**src/rtl/pwm_pkg.sv**
```systemverilog
`default_nettype none
// ============================================================================
//  Module   : pwm_pkg
//  Brief    : Shared constants, mode encodings and sequencer state type.
//  Revision : 1.0
// ============================================================================
package pwm_pkg;

    localparam int DUTY_W   = 4;
    localparam int DUTY_MAX = 15;

    localparam logic [1:0] MODE_STATIC  = 2'b00;
    localparam logic [1:0] MODE_TRI     = 2'b01;
    localparam logic [1:0] MODE_SAW     = 2'b10;
    localparam logic [1:0] MODE_ONESHOT = 2'b11;

    typedef enum logic [2:0] {
        ST_IDLE    = 3'd0,
        ST_UP      = 3'd1,
        ST_HOLD_HI = 3'd2,
        ST_DOWN    = 3'd3,
        ST_HOLD_LO = 3'd4,
        ST_DONE    = 3'd5
    } seq_state_t;

endpackage
`default_nettype wire

```
**src/rtl/pwm_fade_sequencer_if.sv**
```systemverilog
`default_nettype none
// ============================================================================
//  Module   : pwm_fade_sequencer_if
//  Brief    : User controls in, duty command and status out.
//  Revision : 1.0
// ============================================================================
interface pwm_fade_sequencer_if #(
    parameter int DUTY_W = pwm_pkg::DUTY_W
);
    logic              enable;
    logic [1:0]        mode;
    logic [DUTY_W-1:0] static_duty;
    logic [DUTY_W-1:0] duty_cyc;
    logic              duty_upd;
    logic              busy;
    logic              cycle_done;

    modport master (
        output enable, mode, static_duty,
        input  duty_cyc, duty_upd, busy, cycle_done
    );

    modport slave (
        input  enable, mode, static_duty,
        output duty_cyc, duty_upd, busy, cycle_done
    );
endinterface
`default_nettype wire

```
**src/rtl/pwm_step_prescaler.sv**
```systemverilog
`default_nettype none
// ============================================================================
//  Module   : pwm_step_prescaler
//  Brief    : Free-running step divider; tick once every STEP_CYCLES while run.
//  Revision : 1.0
// ============================================================================
module pwm_step_prescaler #(
    parameter int STEP_CYCLES = 10000000,
    parameter int CNT_W       = 27
) (
    input  wire logic clk,
    input  wire logic rst,
    input  wire logic clear,
    input  wire logic run,
    output logic      tick
);
    localparam logic [CNT_W-1:0] c_LAST = CNT_W'(STEP_CYCLES - 1);

    logic [CNT_W-1:0] r_cnt;

    always_ff @(posedge clk) begin
        if (rst || clear) begin
            r_cnt <= '0;
        end else if (run) begin
            r_cnt <= (r_cnt == c_LAST) ? '0 : r_cnt + 1'b1;
        end
    end

    assign tick = run && (r_cnt == c_LAST);
endmodule
`default_nettype wire

```
**src/rtl/pwm_fade_sequencer.sv**
```systemverilog
`default_nettype none
// ============================================================================
//  Module   : pwm_fade_sequencer
//  Brief    : Sequences the PWM duty command through triangle, sawtooth and
//             single-shot fade patterns, or passes a static duty through.
//  Revision : 1.0
// ============================================================================
module pwm_fade_sequencer #(
    parameter int DUTY_W      = pwm_pkg::DUTY_W,
    parameter int DUTY_MAX    = pwm_pkg::DUTY_MAX,
    parameter int STEP_CYCLES = 10000000,
    parameter int HOLD_STEPS  = 4,
    parameter int CNT_W       = 27
) (
    input  wire logic              clk,
    input  wire logic              rst,
    pwm_fade_sequencer_if.slave    bus
);
    import pwm_pkg::*;

    localparam int                HOLD_W     = (HOLD_STEPS > 1) ? $clog2(HOLD_STEPS) : 1;
    localparam logic [HOLD_W-1:0] c_HOLD_LST = HOLD_W'((HOLD_STEPS > 0) ? HOLD_STEPS - 1 : 0);
    localparam logic [DUTY_W-1:0] c_DUTY_TOP = DUTY_W'(DUTY_MAX);

    seq_state_t        r_state, w_state_nxt;
    logic [DUTY_W-1:0] r_duty,  w_duty_nxt;
    logic              r_upd,   w_upd_nxt;
    logic              r_cdone, w_cdone_nxt;
    logic [HOLD_W-1:0] r_hold,  w_hold_nxt;
    logic [1:0]        r_mode,  w_mode_nxt;
    logic              w_busy;
    logic              w_tick;

    pwm_step_prescaler #(
        .STEP_CYCLES (STEP_CYCLES),
        .CNT_W       (CNT_W)
    ) u_prescaler (
        .clk   (clk),
        .rst   (rst),
        .clear (r_state == ST_IDLE),
        .run   (w_busy),
        .tick  (w_tick)
    );

    always_ff @(posedge clk) begin
        if (rst) begin
            r_state <= ST_IDLE;
            r_duty  <= '0;
            r_upd   <= 1'b0;
            r_cdone <= 1'b0;
            r_hold  <= '0;
            r_mode  <= MODE_STATIC;
        end else begin
            r_state <= w_state_nxt;
            r_duty  <= w_duty_nxt;
            r_upd   <= w_upd_nxt;
            r_cdone <= w_cdone_nxt;
            r_hold  <= w_hold_nxt;
            r_mode  <= w_mode_nxt;
        end
    end

    always_comb begin
        w_state_nxt = r_state;
        w_duty_nxt  = r_duty;
        w_upd_nxt   = 1'b0;
        w_cdone_nxt = 1'b0;
        w_hold_nxt  = r_hold;
        w_mode_nxt  = r_mode;
        case (r_state)
            ST_IDLE: begin
                if (bus.enable && (bus.mode != MODE_STATIC)) begin
                    // Entry always announces duty 0, even if already 0.
                    w_mode_nxt  = bus.mode;
                    w_duty_nxt  = '0;
                    w_upd_nxt   = 1'b1;
                    w_hold_nxt  = '0;
                    w_state_nxt = ST_UP;
                end else begin
                    w_duty_nxt = bus.static_duty;
                    w_upd_nxt  = (bus.static_duty != r_duty);
                end
            end
            ST_UP: begin
                if (w_tick) begin
                    if (r_duty < c_DUTY_TOP) begin
                        w_duty_nxt = r_duty + 1'b1;
                        w_upd_nxt  = 1'b1;
                    end else begin
                        case (r_mode)
                            MODE_TRI: w_state_nxt = (HOLD_STEPS == 0) ? ST_DOWN : ST_HOLD_HI;
                            MODE_SAW: begin
                                w_duty_nxt  = '0;
                                w_upd_nxt   = 1'b1;
                                w_cdone_nxt = 1'b1;
                            end
                            default: begin
                                w_state_nxt = ST_DONE;
                                w_cdone_nxt = 1'b1;
                            end
                        endcase
                    end
                end
            end
            ST_HOLD_HI: begin
                if (w_tick) begin
                    if (r_hold == c_HOLD_LST) begin
                        w_hold_nxt  = '0;
                        w_state_nxt = ST_DOWN;
                    end else begin
                        w_hold_nxt = r_hold + 1'b1;
                    end
                end
            end
            ST_DOWN: begin
                if (w_tick) begin
                    if (r_duty != '0) begin
                        w_duty_nxt = r_duty - 1'b1;
                        w_upd_nxt  = 1'b1;
                    end else if (HOLD_STEPS == 0) begin
                        w_state_nxt = ST_UP;
                        w_cdone_nxt = 1'b1;
                    end else begin
                        w_state_nxt = ST_HOLD_LO;
                    end
                end
            end
            ST_HOLD_LO: begin
                if (w_tick) begin
                    if (r_hold == c_HOLD_LST) begin
                        w_hold_nxt  = '0;
                        w_state_nxt = ST_UP;
                        w_cdone_nxt = 1'b1;
                    end else begin
                        w_hold_nxt = r_hold + 1'b1;
                    end
                end
            end
            ST_DONE: ;
            default: w_state_nxt = ST_IDLE;
        endcase
        // Dropping enable wins over any coincident tick and suppresses completion.
        if ((r_state != ST_IDLE) && !bus.enable) begin
            w_state_nxt = ST_IDLE;
            w_duty_nxt  = bus.static_duty;
            w_upd_nxt   = (bus.static_duty != r_duty);
            w_cdone_nxt = 1'b0;
            w_hold_nxt  = '0;
        end
    end

    always_comb begin
        w_busy = (r_state == ST_UP) || (r_state == ST_HOLD_HI) ||
                 (r_state == ST_DOWN) || (r_state == ST_HOLD_LO);
    end

    assign bus.duty_cyc   = r_duty;
    assign bus.duty_upd   = r_upd;
    assign bus.busy       = w_busy;
    assign bus.cycle_done = r_cdone;
endmodule
`default_nettype wire
```
**src/flat_wrapper.sv**
```systemverilog
// flat-port wrapper written by rule: the top's interface ports become plain ports
module pwm_fade_sequencer_flat import pwm_pkg::*;
#(
    parameter int DUTY_W      = pwm_pkg::DUTY_W,
    parameter int DUTY_MAX    = pwm_pkg::DUTY_MAX,
    parameter int STEP_CYCLES = 10000000,
    parameter int HOLD_STEPS  = 4,
    parameter int CNT_W       = 27
)
  (clk, rst, bus_enable, bus_mode, bus_static_duty, bus_duty_cyc, bus_duty_upd, bus_busy, bus_cycle_done);
  pwm_fade_sequencer_if #(.DUTY_W(DUTY_W)) bus_i ();
  input  wire logic clk;
  input  wire logic rst;
  input wire logic [$bits(bus_i.enable)-1:0] bus_enable;
  input wire logic [$bits(bus_i.mode)-1:0] bus_mode;
  input wire logic [$bits(bus_i.static_duty)-1:0] bus_static_duty;
  output wire logic [$bits(bus_i.duty_cyc)-1:0] bus_duty_cyc;
  output wire logic [$bits(bus_i.duty_upd)-1:0] bus_duty_upd;
  output wire logic [$bits(bus_i.busy)-1:0] bus_busy;
  output wire logic [$bits(bus_i.cycle_done)-1:0] bus_cycle_done;
  assign bus_i.enable = bus_enable;
  assign bus_i.mode = bus_mode;
  assign bus_i.static_duty = bus_static_duty;
  assign bus_duty_cyc = bus_i.duty_cyc;
  assign bus_duty_upd = bus_i.duty_upd;
  assign bus_busy = bus_i.busy;
  assign bus_cycle_done = bus_i.cycle_done;
  pwm_fade_sequencer #(.DUTY_W(DUTY_W), .DUTY_MAX(DUTY_MAX), .STEP_CYCLES(STEP_CYCLES), .HOLD_STEPS(HOLD_STEPS), .CNT_W(CNT_W)) u_core (.clk(clk), .rst(rst), .bus(bus_i));
endmodule
```
**config.mk**
```make
export PLATFORM = sky130hd
export DESIGN_NAME = pwm_fade_sequencer_flat
export DESIGN_NICKNAME = d
export VERILOG_FILES = /design/src/rtl/pwm_pkg.sv /design/src/rtl/pwm_fade_sequencer_if.sv /design/src/rtl/pwm_step_prescaler.sv /design/src/rtl/pwm_fade_sequencer.sv /design/src/flat_wrapper.sv
export SDC_FILE = /design/constraint.sdc
export NUM_CORES = 1
export LEC_CHECK = 0
export ABC_AREA = 1
export CORE_ASPECT_RATIO = 1.75
export CORE_UTILIZATION = 56
export CTS_BUF_LIST = sky130_fd_sc_hd__clkbuf_2
export DETAILED_ROUTE_END_ITERATION = 10
export GPL_TIMING_DRIVEN = 0
export PLACE_DENSITY = 0.79
export SLEW_MARGIN = 20
export SYNTH_ARGS = -nofsm -noshare
export SYNTH_HDL_FRONTEND = slang
export SYNTH_SLANG_ARGS = --single-unit
```
**constraint.sdc**
```tcl
create_clock -name clk -period 1.73 [get_ports clk]
set_input_delay 0.346 -clock clk [delete_from_list [all_inputs] [get_ports clk]]
set_output_delay 0.346 -clock clk [all_outputs]
set_load 0.02 [all_outputs]
```
==> results <==
- The share of total power dissipated in sequential elements is 0.298.
- The type of origin of the critical path is a register.
- In this run the worst path has a maximum fanout of 4.
- Traced cell by cell, the critical path runs through inv_4 -> nand3_4 -> nand2_4 -> inv_4 -> nand2_8 -> buf_6 -> buf_8 -> buf_6.
- The share of the Yosys chip area taken by registers is 0.291.
- The post-synthesis cell type count is 39.
- The via count of the first global-routing pass came to 2927.
- 0 antenna diodes ended up in the layout.
- The detailed router placed 3124 vias in this run.
- In the finished design, the share of the clock period the worst path needs comes to 1.08.
- The share of final-layout standard cells stronger than drive strength 1 is 0.245.
- The largest stage delay on the critical path is 0.44 ns.
- The H-tree was split into 2 levels.
- The total track usage is 0.331.
- Pin placement for this block handled 16 I/O pins.
- The number of clock buffers added by TritonCTS is 5.
- For this design the total switching power over the nets is 1.61 mW.
- The setup slack after layout is -0.135 ns.
- The highest-delay cell along the critical path is dfxtp_4.
- For the worst-skew pair, the clock arrives at the later sink with an insertion delay of 0.41 ns.
- The relative area change from synthesis to final layout is 26.9%.
- The final hold violation count is 0.
- The area of the die is 0.00520 sq mm.
- Counting along the longest clock path gives a buffer depth of 2.
- The switching share of total power is 0.418.
- The final routed DRC violation total is 0.
- Dividing the synthesized area by the synthesized cell count gives 6.19 sq um.
- After floorplanning, the core was divided into 33 placement rows.
- The post-place instance area is 0.00296 sq mm.
- The first global-routing pass estimated 12500 um of wire.
- The HPWL after detailed placement is 5720 um.
- For the final database, setup skew stands at 0.0184 ns.
- The leakage power total is 1.44 nW.
- Of all cell types, the one taking the most synthesized area is dfxtp_1.
- The count of buffers from port buffering is 15.
- Subtracting the final worst setup slack from the clock period gives 1.87 ns.
- The nature of the critical path endpoint is an output port.
- In this run the tightest slew margin relative to its limit is 0.662.
- The die width is 55.0 um.
- The flow ran to the end, but the final reports show violations.
- In this run the standard cell core region covers 0.00471 sq mm.
- The worst vdd rail ir drop is 0.00112 V.
- The post-synth net total is 457.
- The per-cell via count in the routed design is 5.76.
- The total number of clock tree sinks is 40.
- Among all flip-flop cells after synthesis, the most frequent one is dfxtp_1.
- After clock tree synthesis, the flow added hold-fix buffers numbering 0.
- Of the total power, combinational logic draws 0.518.
- At the end of the flow, the number of nets in the layout was 503.
- The final worst hold slack is 0.493 ns.
- In this run the vertical extent of the chip is 94.7 um.
- The data arrival at the endpoint of the critical path is 1.52 ns.
- Once placement completed, the tool counted placed cells totaling 511.
- Clock tree synthesis selected as its root buffer the cell clkbuf_2.
- The final non-filler cell area is 0.00349 sq mm.
- Max-cap violations in this run came to 0.
- The power density over cell area is 1110 mW/mm^2.
- In this run the worst hold path is classified as reg2reg.
- The setup TNS after final layout is -0.208 ns.
- The actual slew at the worst max-slew pin is 0.504 ns.
- The critical path in this run is classified as reg2out.
- The pin count of the biggest net entering global routing is 13.
- The initial antenna violation count is 0.
- Timing would allow up to 0.536 GHz.
- The last weighted congestion value of the routability-driven placer is 0.971.
- The number of register bits inferred by synthesis is 40.
- Sorting the synthesized cells by area gives the leading types as dfxtp_1 (29%), nand2_1 (16%), nor2_1 (9.6%).
- The CTS tree is done.
- Global routing finished with a remaining overflow of 0.
- The synthesis warning total is 0.
- The cell-internal power is 2.25 mW.
- The final antenna-violating net count is 0.
- Leaving out filler cells and counting taps, the final layout contains 542.
- Of the post-synthesis cell area, the dominant cell type holds 0.291.
- Wires add up to 8120 um.
- The first-pass iteration count of the detailed router is 6.
- The clock-pin slew of the registers on the worst-case setup and hold paths is 0.21 ns.
- After detailed routing, the average wire length per cell comes to 15.0 um.
- The final-report setup violation count is 3.
- The number of pins exceeding their max-slew limit in the final report is 0.
- Setup repair after global routing could not meet its margin everywhere.
- The netlist area before placement is 0.00275 sq mm.
- After synthesis, the share of flip-flops with an asynchronous set or reset is 0.
- Yosys mapped a number of flops with a built-in enable equal to 0.
- The share of total power in the clock network is 0.184.
- The final reports fail on negative setup slack.
- The cell count after synthesis is 444.
- Data on the critical path is required at its endpoint by 1.38 ns.
- The violation count after the first detailed-route iteration is 140.
- The initial utilization of the core area, before any placement, comes to 0.584.
## synth_stat cells (2+ instances only)
cell type  number
ha_1            4
a21oi_1        27
nand2_2         2
nor2_1         70
xnor2_1         3
nand3_1        32
nand3_2         2
buf_2           2
dfxtp_1        40
nor2_2          4
o21bai_1        2
inv_1          48
nand4_1        11
o21ai_1         7
nand2_1       115
nor2_4          3
nand2_4         3
buf_6           3
xor2_1          6
a22oi_1         3
o21ai_0        10
clkinv_1        2
nor3_1         24
inv_2           6
## worst paths after layout
check,start,to,slack (ns),cells past startpoint
setup / recovery,u_core.r_state[0],bus_busy,-0.14,8
hold / removal,u_core.r_hold[1],u_core.r_hold[1],0.49,2
hold reg to reg,u_core.r_hold[1],u_core.r_hold[1],0.49,2
setup reg to reg,u_core.u_prescaler.r_cnt[1],u_core.u_prescaler.r_cnt[10],-0.06,8
## timing repair
| action | CTS | global route |
|---|---|---|
| pin swaps | 8 | 8 |
| gates resized for setup | 42 | 59 |
| setup endpoints to repair | 32 | 37 |
| buffers inserted | 14 | 11 |
## per-stage QoR
step / setup slack, ns / total power, mW / utilization
2_1_floorplan: 0.0601 / 2.23 / -
6_report: -0.135 / 3.86 / 0.741
5_1_grt: -0.377 / 4.09 / 0.741
3_5_place_dp: -0.483 / 2.64 / 0.629
4_1_cts: -0.130 / 3.65 / 0.692
3_3_place_gp: -0.440 / 2.61 / 0.629
## power by group through the flow
stage / registers (mW) / clock network (mW) / logic, mW
after floorplan: 1.17 / 0 / 1.05
after global placement: 1.14 / 0 / 1.47
after detailed placement: 1.14 / 0 / 1.51
after CTS: 1.12 / 0.713 / 1.82
after global routing: 1.17 / 0.746 / 2.17
final: 1.15 / 0.710 / 2.00
## kinds of logic after synthesis
family	share of synthesized area
simple gates	0.455
flops	0.291
buf+inv	0.0988
compound gates	0.108
xor+xnor	0.0287
fa+ha+maj	0.0182
## layout make-up
class / count / area [sq um]
multi-input combinational: 340 / 1880
fill: 382 / 1220
sequential: 40 / 841
timing repair buffer: 40 / 343
inverter: 57 / 219
tap: 52 / 65.1
clock inverter: 2 / 60.1
buffer: 6 / 52.6
clock buffer: 5 / 25.0
## placed cells by master (no fill, tap or decap), drive strengths merged
cell type        n
a211oi           1
a21oi           27
a22o             1
a22oi            3
and3             1
buf             32
bufinv           2
clkbuf           5
clkdlybuf4s50    8
dfxtp           40
dlygate4sd2      4
dlymetal6s2s     2
ha               4
inv             57
nand2          120
nand3           35
nand4           13
nor2            77
nor3            25
nor3b            1
nor4             1
o2111ai          1
o21ai           17
o21bai           2
o22ai            1
o31ai            1
xnor2            3
xor2             6
## flip-flops by register name (all words and copies together) (netlist names)
| signal | cells |
|---|---|
| u_core.r_mode | 2 |
| u_core.r_state | 3 |
| u_core.bus.duty_upd | 1 |
| u_core.u_prescaler.r_cnt | 27 |
| u_core.r_hold | 2 |
| u_core.bus.duty_cyc | 4 |
| u_core.bus.cycle_done | 1 |
## metal layers
| layer | GRT usage | wire [um] | vias to the layer above |
|---|---|---|---|
| met2 | 0.614 | 4510 | 100 |
| met5 | 0 | 0 | - |
| li1 | - | - | 1534 |
| met1 | 0.289 | 2800 | 1441 |
| met3 | 0.0612 | 221 | 49 |
| met4 | 0.242 | 581 | 0 |
## worst max-delay path, delay by kind of cell (launching register included)
kind | cells | cell delay [ns]
buffers and inverters | 5 | 0.49
DFF | 1 | 0.44
and+or+nand+nor | 3 | 0.20
No activity file was read; power rests on OpenSTA's default activity.
